`config.mk`:
```
export PLATFORM = sky130hd
export DESIGN_NAME = uart_frame_parser
export DESIGN_NICKNAME = d
export VERILOG_FILES = /design/src/rtl/uart_frame_parser.sv
export SDC_FILE = /design/constraint.sdc
export NUM_CORES = 1
export LEC_CHECK = 0
export BUFFER_PORTS_ARGS = -buffer_cell sky130_fd_sc_hd__buf_2
export CAP_MARGIN = 20
export CORE_MARGIN = 1.5
export CORE_UTILIZATION = 60
export DETAILED_ROUTE_END_ITERATION = 7
export HOLD_SLACK_MARGIN = 0.02
export PLACE_DENSITY = 0.78
export SYNTH_ARGS = -nofsm -noshare
export SYNTH_HDL_FRONTEND = slang
export SYNTH_SLANG_ARGS = --single-unit
```
`constraint.sdc`:
```
create_clock -name clk -period 5.1 [get_ports clk]
set_input_delay 0.51 -clock clk [delete_from_list [all_inputs] [get_ports clk]]
set_output_delay 0.51 -clock clk [all_outputs]
set_load 0.02 [all_outputs]
```
`src/rtl/uart_frame_parser.sv`:
```
// uart_frame_parser: hunts for HDR0 HDR1 CMD LEN PAYLOAD[LEN] CSUM packets in the
// UART receiver byte stream, checks length and checksum, buffers the payload and
// holds each good frame for the control logic until it is acknowledged.
module uart_frame_parser #(
    parameter int         MAX_LEN     = 32,
    parameter int         ADDR_W      = 5,
    parameter int         TIMEOUT_CYC = 50000,
    parameter logic [7:0] HDR0        = 8'h55,
    parameter logic [7:0] HDR1        = 8'hAA
) (
    input  logic              clk,
    input  logic              reset,
    input  logic [7:0]        rx_data,
    input  logic              rx_done,
    output logic              frame_ready,
    input  logic              frame_ack,
    output logic [7:0]        frame_cmd,
    output logic [7:0]        frame_len,
    input  logic [ADDR_W-1:0] rd_addr,
    output logic [7:0]        rd_data,
    output logic              err_csum,
    output logic              err_len,
    output logic              err_timeout,
    output logic [7:0]        drop_cnt
);

    localparam int               TMO_W     = $clog2(TIMEOUT_CYC + 1);
    localparam logic [TMO_W-1:0] TMO_LAST  = TMO_W'(TIMEOUT_CYC - 1);
    localparam logic [8:0]       LEN_LIMIT = 9'(MAX_LEN);

    typedef enum logic [2:0] {
        S_HUNT0,
        S_HUNT1,
        S_CMD,
        S_LEN,
        S_PAYLOAD,
        S_CSUM,
        S_HOLD
    } state_t;

    state_t            state;
    logic [7:0]        cmd_q;
    logic [7:0]        len_q;
    logic [7:0]        csum;
    logic [ADDR_W-1:0] idx;
    logic [TMO_W-1:0]  tmo_cnt;
    logic [7:0]        buf_mem [2**ADDR_W];
    logic              tmo_run;
    logic              last_byte;

    // The inter-byte timer only matters once a frame has started and is not yet held.
    assign tmo_run   = state inside {S_HUNT1, S_CMD, S_LEN, S_PAYLOAD, S_CSUM};
    assign last_byte = (8'(idx) == len_q - 8'd1);

    // Frame FSM with registered outputs, error pulses, drop counter and timeout.
    always_ff @(posedge clk) begin
        // NOTE: sequential state uses non-blocking assignments so every register
        // samples pre-edge values, regardless of statement order in this block.
        err_csum    <= 1'b0;
        err_len     <= 1'b0;
        err_timeout <= 1'b0;
        if (reset) begin
            state       <= S_HUNT0;
            frame_ready <= 1'b0;
            frame_cmd   <= '0;
            frame_len   <= '0;
            drop_cnt    <= '0;
            cmd_q       <= '0;
            len_q       <= '0;
            csum        <= '0;
            idx         <= '0;
            tmo_cnt     <= '0;
        end else begin
            // A byte arriving on the expiry cycle wins: the timeout needs !rx_done.
            if (rx_done || !tmo_run) begin
                tmo_cnt <= '0;
            end else if (tmo_cnt == TMO_LAST) begin
                err_timeout <= 1'b1;
                state       <= S_HUNT0;
                tmo_cnt     <= '0;
            end else begin
                tmo_cnt <= tmo_cnt + TMO_W'(1);
            end

            case (state)
                S_HUNT0: begin
                    if (rx_done && rx_data == HDR0) state <= S_HUNT1;
                end
                S_HUNT1: begin
                    if (rx_done) begin
                        if (rx_data == HDR1)      state <= S_CMD;
                        else if (rx_data != HDR0) state <= S_HUNT0;
                    end
                end
                S_CMD: begin
                    if (rx_done) begin
                        cmd_q <= rx_data;
                        csum  <= rx_data;
                        state <= S_LEN;
                    end
                end
                S_LEN: begin
                    if (rx_done) begin
                        if ({1'b0, rx_data} > LEN_LIMIT) begin
                            err_len <= 1'b1;
                            state   <= S_HUNT0;
                        end else begin
                            len_q <= rx_data;
                            csum  <= csum + rx_data;
                            idx   <= '0;
                            state <= (rx_data == 8'd0) ? S_CSUM : S_PAYLOAD;
                        end
                    end
                end
                S_PAYLOAD: begin
                    if (rx_done) begin
                        csum <= csum + rx_data;
                        idx  <= idx + ADDR_W'(1);
                        if (last_byte) state <= S_CSUM;
                    end
                end
                S_CSUM: begin
                    if (rx_done) begin
                        if (rx_data == csum) begin
                            frame_ready <= 1'b1;
                            frame_cmd   <= cmd_q;
                            frame_len   <= len_q;
                            state       <= S_HOLD;
                        end else begin
                            err_csum <= 1'b1;
                            state    <= S_HUNT0;
                        end
                    end
                end
                S_HOLD: begin
                    // Bytes arriving while a frame is held are never parsed.
                    if (rx_done && drop_cnt != 8'hFF) drop_cnt <= drop_cnt + 8'd1;
                    if (frame_ack) begin
                        frame_ready <= 1'b0;
                        state       <= S_HUNT0;
                    end
                end
                default: state <= S_HUNT0;
            endcase
        end
    end

    // Payload buffer write; frozen outside PAYLOAD so a held frame stays intact.
    always_ff @(posedge clk) begin
        // NOTE: the buffer RAM has no reset; readers are gated by frame_len instead.
        if (!reset && state == S_PAYLOAD && rx_done) buf_mem[idx] <= rx_data;
    end

    // Registered random-access read port, zero beyond the held frame length.
    always_ff @(posedge clk) begin
        if (reset)                                 rd_data <= '0;
        else if (32'(rd_addr) < 32'(frame_len))    rd_data <= buf_mem[rd_addr];
        else                                       rd_data <= '0;
    end

endmodule

```
# ---- Word level (Yosys, flattened, before mapping)
# Memory sizes are Yosys's and may differ from the RTL's. A register that Yosys moved wholly into a read port is not among the register bits.
# Cells that the tools add are included.
dict set report classes {
  order_cmp 2
  n_eq_ne 20
  addsub 5
  bitwise 5
  n_mux 34
  reduce_logical 25
}
# cell n
set op_table {}
lappend op_table {{two-way mux 3 bit} 14}
lappend op_table {{two-way mux 8 bit} 4}
lappend op_table {{case mux 8 bit (3 select lines)} 1}
lappend op_table {{case mux 3 bit (7 select lines)} 1}
lappend op_table {{adder 16 x 1 -> 16 bit, second input constant} 1}
lappend op_table {{equality test 16 bit, second input constant} 1}
lappend op_table {{two-way mux 5 bit} 3}
lappend op_table {{inequality test 2 bit, second input constant} 6}
lappend op_table {{case mux 5 bit (2 select lines)} 1}
lappend op_table {{equality test 3 bit, second input constant} 3}
lappend op_table {{two-way mux 1 bit} 9}
lappend op_table {{OR reduction 3 bit} 3}
lappend op_table {{adder 8 x 1 -> 8 bit, second input constant} 1}
lappend op_table {{adder 8 bit} 1}
lappend op_table {{equality test 5 x 8 -> 1 bit} 1}
lappend op_table {{equality test 8 x 7 -> 1 bit, second input constant} 1}
lappend op_table {{equality test 8 bit} 1}
lappend op_table {{equality test 8 bit, second input constant} 1}
lappend op_table {{greater-than comparator 8 x 6 -> 1 bit, second input constant} 1}
lappend op_table {{logical NOT 8 bit} 1}
lappend op_table {{less-than comparator 5 x 8 -> 1 bit} 1}
lappend op_table {{inequality test 8 x 7 -> 1 bit, second input constant} 1}
lappend op_table {{inequality test 8 bit, second input constant} 1}
lappend op_table {{AND reduction 4 bit} 2}
lappend op_table {{other kinds (18)} 31}
dict set report word_totals {
  elab_cells 105
  in_bits 17
  output_inout_bits 36
  mem_count 1
  regBits 76
  ram_bits 256
}
# name words word_bits rd rd_ports_with_merged_regs write_ports line
set mem_list {}
lappend mem_list {buf_mem 32 8 1 1 1 47} ;# logic [7:0] buf_mem [2**ADDR_W];

# ---- Longest topological paths before layout
# Gate-level depths: netlist (run 1).
dict set report depth {
  depth_word 9
  depth_mapped 9
  ltp_nobuf 9
}

# ---- Worst setup path after synthesis (run 1)
# Ideal clock, no wire load.
dict set report synth_timing {
  kind {input -> register}
  start {input rx_data[5]}
  end {register frame_cmd[0]}
  setup_time_ns 0.128
  stages 7
  setup_slack_ns 2.855
  arrival_ns 2.117
  path_buffers 1
  required_time_ns 4.972
  path_cell_list {ha_1 nor4_1 nand3_1 nor2_2 buf_4 mux2i_1 nor2_1}
}
dict set report synth_via {
  elab_chain_cells 2
}
# element line
set synth_lines {}
lappend synth_lines {{start: declaration} 13} ;# input logic [7:0] rx_data,
lappend synth_lines {{equality test 8 bit} 124} ;# if (rx_data == csum) begin
lappend synth_lines {{AND reduction 3 bit (no line)} --}
lappend synth_lines {{end signal: assignment} 126} ;# frame_cmd <= cmd_q;
lappend synth_lines {{end: declaration} 17} ;# output logic [7:0] frame_cmd,
# No other way between the ends.
# A chain may end at the register's enable or synchronous reset.

# ---- Worst setup path after layout (run 1)
dict set report layout_timing {
  start {register state[2]}
  end {memory buf_mem[16][0], enable pin}
}
dict set report layout_via {
  elab_chain_cells 5
}
# element line
set layout_lines {}
lappend layout_lines {{start: declaration} 41} ;# state_t state;
lappend layout_lines {{start signal: assignment} 111} ;# state <= (rx_data == 8'd0) ? S_CSUM : S_PAYLOAD;
lappend layout_lines {{equality test 3 bit} 151} ;# if (!reset && state == S_PAYLOAD && rx_done) buf_mem[idx] <= rx_data;
lappend layout_lines {{logical AND 1 bit (2 in series)} 151}
lappend layout_lines {{two-way mux 1 bit} 151}
lappend layout_lines {{two-way mux 1 bit (implied by the code)} 151}
lappend layout_lines {{end: declaration} 47}
# No other way between the ends.

==> metrics, run 1 <==
post-DP HPWL 17810 um; CP Capture Type flop; vias after detailed routing 7940; Final Setup Violations 0; number of global-route vias before repair 8001; RSZ-0062 raised after global routing no; worst hold path class input port to flop; crit-path leading delay family simple AND/OR/NAND/NOR gates; clk_skew 0.01827 ns; count of final max-slew check failures 0; CTS-repair resized insts 0; Die Area 24530 sq um; result of the run finished clean; die height 156.6 um; starting utilization of the core area 60.68%; leading area contributor after synthesis sky130_fd_sc_hd__edfxtp_1; Iter 0 DRT Violations 667; number of antenna diodes 0; arrival time reported for the critical path endpoint 3.01 ns; static leakage 5.225 nW; achievable clock frequency 346.8 MHz; Mapped Cells 900; Layout Cells excl Fill 1295; CTS tree yes; wire length of the first global-routing pass 45460 um; Root Buffer sky130_fd_sc_hd__clkbuf_16; global placement routability congestion 0.7963; pin count of the biggest net entering global routing 64; Setup Buffers After CTS 0; post-DR wirelength/cell 22.46 um; Post-Syn Nets 936; Post-synth top flop sky130_fd_sc_hd__edfxtp_1; number of synthesized flops with an enable pin 256; later-pin clock latency in the skew report 0.51 ns; VDD IR-drop max 0.2636 mV; residual DRC count 0; via-per-instance ratio 6.131; Tcrit/Tclk final 56.54%; signed area change from the synthesized netlist to the final layout 10.89%; Total Routed Length 29090 um; register bit count reported by yosys 340; number of hold-slack violations in the final timing report 0; die width 156.6 um; sum of negative setup slack 0 ns; cell with the most instances after synthesis sky130_fd_sc_hd__edfxtp_1; cell with the most instances on the worst path sky130_fd_sc_hd__nor2_1; slew at the pin closest to its max-slew limit 0.9788 ns; number of primary I/O pins 53; warning count from the yosys run 0; number of placed cells counting well taps 1238; gr ovfl total 0; Clk pin slew, worst setup/hold paths 0.05 ns; fraction of registers with async set or reset after synthesis 0%; share of final-layout standard cells stronger than drive strength 1 17.62%; core area 23330 sq um; Synth cell types 67; power density of the placed cells 355.2 nW/um^2; cell types with the highest counts after synthesis sky130_fd_sc_hd__edfxtp_1 (256), sky130_fd_sc_hd__nor2_1 (113), sky130_fd_sc_hd__dfxtp_1 (84), sky130_fd_sc_hd__mux4_2 (53), sky130_fd_sc_hd__mux2i_1 (41); Post-Synthesis Mean Instance Area 15.73 sq um; critical path cell sequence inv_2 > or3_1 > nor2_1 > nand2_1 > nor2_1; total number of nets in the final design 993; cts-stage hold buffer count 0; Max stage delay on crit path 0.81 ns; sink count of the clock tree 340; fraction of the yosys area taken by sequential cells 66.17%; synthesized area 14160 sq um; total buffers and inverters traversed by the critical path 1; highest-delay cell along the critical path sky130_fd_sc_hd__nor2_1; Req. time, crit path 5.23 ns; Post-DRT Antenna Nets 0; number of levels in the clock H-tree 2; largest cells by area after synthesis sky130_fd_sc_hd__edfxtp_1 (54%), sky130_fd_sc_hd__dfxtp_1 (12%), sky130_fd_sc_hd__mux4_2 (8.4%); standard-cell rows 56; maximum capacitance violations 0; final critical-path required period 2.883 ns; Clock Path Buffers 3; top fanout value on the critical path 9; fraction of post-synthesis cell area in the top cell type by area 54.29%; number of antenna violations at the first check in global routing 0; Total GRT Usage 24.91%; Critical Path Source Type flop; number of buffers created by CTS 35; Initial DRT Pass Iterations 8; # port buffers 52; normalized max-slew margin 34.74%; classification of the worst setup path flop to flop
-- layout make-up --
cell class | count | area, sq um
multi-input cells | 498 | 4451
fillers | 1552 | 7632
clock inverters | 6 | 40.04
inverters | 20 | 75.07
well taps | 319 | 399.1
flip-flops and latches | 340 | 9369
clock buffers | 50 | 1021
repair buffers | 62 | 345.3
-- sequential cells by signal, summed over array words and instances (netlist names) --
signal and cells:
cmd_q 8, rd_data 8, drop_cnt 8, frame_cmd 8
tmo_cnt 16, frame_len 8, err_csum 1, err_timeout 1
err_len 1, buf_mem 256, csum 8, frame_ready 1
len_q 8, state 3, idx 5
-- stage by stage --
step	hold WS [ns]	setup slack [ns]	total power, mW	utilization, %	area [sq um]
after floorplan	0.4295	2.855	3.173	-	14160
final	0.3888	2.217	5.577	67.29	15700
after detailed placement	0.4540	1.688	3.255	62.68	14620
after global placement	0.4433	1.635	3.249	62.63	14610
after global routing	0.4074	1.986	5.721	67.29	15700
after CTS	0.3689	2.154	5.610	67.22	15690
-- layout by cell type, fill, tap and decap left out, drive strengths merged, types with 3 or more instances in the layout --
master,netlist,layout
edfxtp,256,256
nor2,115,115
dfxtp,84,84
mux4,72,72
buf,18,62
clkbuf,22,50
mux2i,41,41
nand2,32,32
a21oi,31,31
inv,20,21
a211oi,20,20
ha,18,18
nor3,17,17
xnor2,16,16
nand3,15,15
o21ai,15,15
xor2,14,14
nor2b,12,12
a22o,8,8
and3,6,6
nand4,6,6
nand3b,5,5
nor4,5,5
or3,4,4
a21o,3,3
a311oi,3,3
o21a,3,3
clkinv,0,3
-- layer usage --
metal	GRT usage [%]	share of wire, %
met1	33.17	41
met2	42.39	50
met3	4.348	6.8
met4	7.392	2.4
met5	0	0
-- power by group --
part / leakage (nW) / switching (mW) / internal [mW]
logic: 1.74 / 0.138 / 0.0832
clock network: 0.513 / 0.991 / 1.39
registers: 2.98 / 0.00157 / 2.97
-- worst min-delay path: cells and delay by family --
kind                   cells  cell delay (ns)
AO/OA/AOI/OAI              2             0.15
buffers and inverters      1             0.10
AND/OR/NAND/NOR            1             0.07
-- path summary, 6_finish.rpt --
kind,cells after the start,from,to,slack [ns]
max,5,state[2],buf_mem[16][0],2.22
min,4,frame_ack,state[2],0.39
max reg2reg,5,state[2],buf_mem[16][0],2.22
min reg2reg,1,tmo_cnt[0],tmo_cnt[0],0.46
-- cells by family after synthesis --
logic type	Yosys count	share of synthesized area (%)
compound gates	102	5.073
simple gates	234	7.847
mux	113	14.86
buf+inv	62	2.465
flops	340	66.17
xor+xnor	30	1.856
fa+ha+maj	19	1.732
Power figures use the tool's default switching activity.
==> run 2, diff against run 1 <==
Settings changed: CORE_UTILIZATION 60 to 56, PLACE_DENSITY 0.78 to 0.76.
Clock period 5.1 ns to 2.65 ns, I/O delays scaled along.
==> run 2 against run 1 <==
- register-to-register slack lost 1.9 ns
- cell count grew 6.1%
- first-iteration DRC count grew 5.2%
- clock skew grew 0.0024 ns
- critical path depth is the same
- non-clock buffer count grew 56
- sequential power grew 93%
- power grew 110%
- count of clock-buffer cells in the layout shrank 4
- worst hold slack lost 0.27 ns
==> metrics, run 2 (synthesized netlist as in run 1, its figures left out) <==
core area 24960 sq um (+7.0%); Core Util, Final 65.77% (-1.5 points); Total GRT Usage 25.07% (+0.17 points); minimum setup slack among reg-to-reg paths 0.36 ns (-1.86 ns); vias after detailed routing 8375 (+5.5%); Die Area 26250 sq um (+7.0%); number of hold-slack violations in the final timing report 0 (unchanged); CTS-repair resized insts 0 (unchanged); signed area change from the synthesized netlist to the final layout 15.97%; critical path cell sequence or3_1 > nor2_1 > nand2_1 > nor2_1 > buf_4; wire length of the first global-routing pass 48870 um (+7.5%); end point of the worst hold path err_csum; critical register-to-register path startpoint state[1]; count of final max-slew check failures 0 (unchanged); Req. time, crit path 2.87 ns (-2.36 ns); final critical-path required period 2.292 ns (-0.5915 ns); residual DRC count 0 (unchanged); most common cell after layout, fill and taps aside sky130_fd_sc_hd__edfxtp_1; top flop regs buf_mem (256), tmo_cnt (16); die height 162.0 um (+3.4%); result of the run finished clean; cts-stage hold buffer count 0 (unchanged); global placement routability congestion 0.8378 (+5.2%); setup ws final 0.3581 ns (-1.859 ns); via-per-instance ratio 6.095 (-0.59%); Setup Buffers After CTS 0 (unchanged); cell with the most instances on the worst path sky130_fd_sc_hd__nor2_1; number of primary I/O pins 53 (unchanged); share of final-layout standard cells stronger than drive strength 1 22.86% (+5.2 points); Clock Path Buffers 3 (unchanged); top fanout value on the critical path 14 (+5); slew at the pin closest to its max-slew limit 1.062 ns (+0.08343 ns); VDD IR-drop max 0.5644 mV (+110%); worst hold slack across all endpoints 0.1219 ns (-0.2669 ns); arrival time reported for the critical path endpoint 2.51 ns (-0.50 ns); Post-DRT Antenna Nets 0 (unchanged); Max stage delay on crit path 0.45 ns (-0.36 ns); clk_skew 0.02071 ns (+0.002447 ns); most used cells in the layout excluding fill and tap cells sky130_fd_sc_hd__edfxtp_1 (256), sky130_fd_sc_hd__nor2_1 (113), sky130_fd_sc_hd__dfxtp_1 (84), sky130_fd_sc_hd__buf_4 (62), sky130_fd_sc_hd__mux4_2 (53); Tcrit/Tclk final 86.49% (+30 points); Initial DRT Pass Iterations 5 (-3); later-pin clock latency in the skew report 0.51 ns (about the same); achievable clock frequency 436.3 MHz (+26%); post-layout power 11.59 mW (+110%); sum of negative setup slack 0 ns (unchanged); # port buffers 52 (unchanged); Root Buffer sky130_fd_sc_hd__clkbuf_16; Final Setup Violations 0 (unchanged); largest register by flop count buf_mem; classification of the worst setup path flop to flop; critical hold path startpoint rx_done; CP Capture Type flop; number of buffers created by CTS 36 (+2.9%); standard-cell rows 58 (+3.6%); highest-delay cell along the critical path sky130_fd_sc_hd__dfxtp_1; starting utilization of the core area 56.72% (-4.0 points); normalized max-slew margin 29.04% (-5.7 points); post-DR wirelength/cell 23.36 um (+4.0%); pin count of the biggest net entering global routing 62 (-3.1%); number of global-route vias before repair 8287 (+3.6%); Critical Path Source Type flop; total number of nets in the final design 1050 (+5.7%); Total Routed Length 32090 um (+10%); gr ovfl total 0 (unchanged); worst flop-to-flop path endpoint buf_mem[20][3]; static leakage 5.653 nW (+8.2%); CTS tree yes; die width 162.0 um (+3.4%); maximum capacitance violations 0 (unchanged); fill cell instance count of the final layout 1751 (+13%); sink count of the clock tree 340 (unchanged); post-DP HPWL 20400 um (+15%); power density of the placed cells 706.0 nW/um^2 (+99%); number of levels in the clock H-tree 2 (unchanged); Iter 0 DRT Violations 702 (+5.2%); number of cells traversed by the worst register-to-register path 5 (unchanged); max reg flops 256 (unchanged); RSZ-0062 raised after global routing no; Hold Path Depth 3 (-1); worst hold path class input port to flop; number of antenna violations at the first check in global routing 2 (+2); Clk pin slew, worst setup/hold paths 0.06 ns (about the same); Post-Place Setup Slack 0.3005 ns (-1.388 ns)
==> run 2: changes by cell type in the layout (fill, tap and decap cells not counted), moves of 2 or more <==
| cell | before | now |
|---|---|---|
| sky130_fd_sc_hd__clkbuf_1 | 8 | 6 |
| sky130_fd_sc_hd__a211oi_2 | 3 | 1 |
| sky130_fd_sc_hd__diode_2 | 0 | 3 |
| sky130_fd_sc_hd__clkinv_2 | 0 | 6 |
| sky130_fd_sc_hd__bufinv_16 | 0 | 7 |
| sky130_fd_sc_hd__buf_4 | 10 | 62 |
| sky130_fd_sc_hd__a211oi_1 | 16 | 18 |
| sky130_fd_sc_hd__buf_12 | 0 | 5 |
==> run 2: critical path: cells and delay by family (launching register included) <==
family	cells	cell delay (ns)
and+or+nand+nor	4	1.33
DFF	1	0.45
buffers and inverters	1	0.22
==> run 2: layout make-up <==
cell class / instances / area [sq um] / area share [%]
inverters: 20 / 75.07 / 0.4572
clock buffers: 46 / 1001 / 6.096
well taps: 330 / 412.9 / 2.515
diodes: 3 / 7.507 / 0.04572
repair buffers: 118 / 820.8 / 4.999
flip-flops and latches: 340 / 9369 / 57.06
multi-input cells: 498 / 4441 / 27.04
clock inverters: 19 / 292.8 / 1.783
==> run 2: report_power, final <==
part	internal, mW	switching, mW
Sequential	5.72	0.00349
Combinational	0.183	0.283
Clock	3.37	2.03
Total	9.28	2.32
==> run 2: routing by layer <==
metal / wire length (um) / global-route usage [%] / vias to the layer above
met5: 0 / 0 / -
met4: 546 / 6.547 / 0
met3: 2499 / 4.622 / 51
met2: 15940 / 41.65 / 335
met1: 13110 / 34.50 / 4247
li1: - / - / 3742
==> run 2: worst max path at each step <==
stage / cells after the start / to / from / slack [ns]
global placement: 5 / rd_data[0] / rd_addr[0] / 0.34
CTS: 5 / buf_mem[6][3] / state[1] / 0.42
detailed placement: 5 / rd_data[0] / rd_addr[0] / 0.30
global route: 5 / csum[1] / state[1] / 0.22
finish: 5 / buf_mem[20][3] / state[1] / 0.36
floorplan: 6 / buf_mem[30][0] / state[2] / 0.51
==> run 2: stage by stage <==
| stage | instance area [sq um] | std cells |
|---|---|---|
| after floorplan | 14160 | 900 |
| after global placement | 15120 | 1306 |
| after detailed placement | 15120 | 1306 |
| after CTS | 16410 | 1371 |
| after global routing | 16410 | 1371 |
| final | 16420 | 1374 |
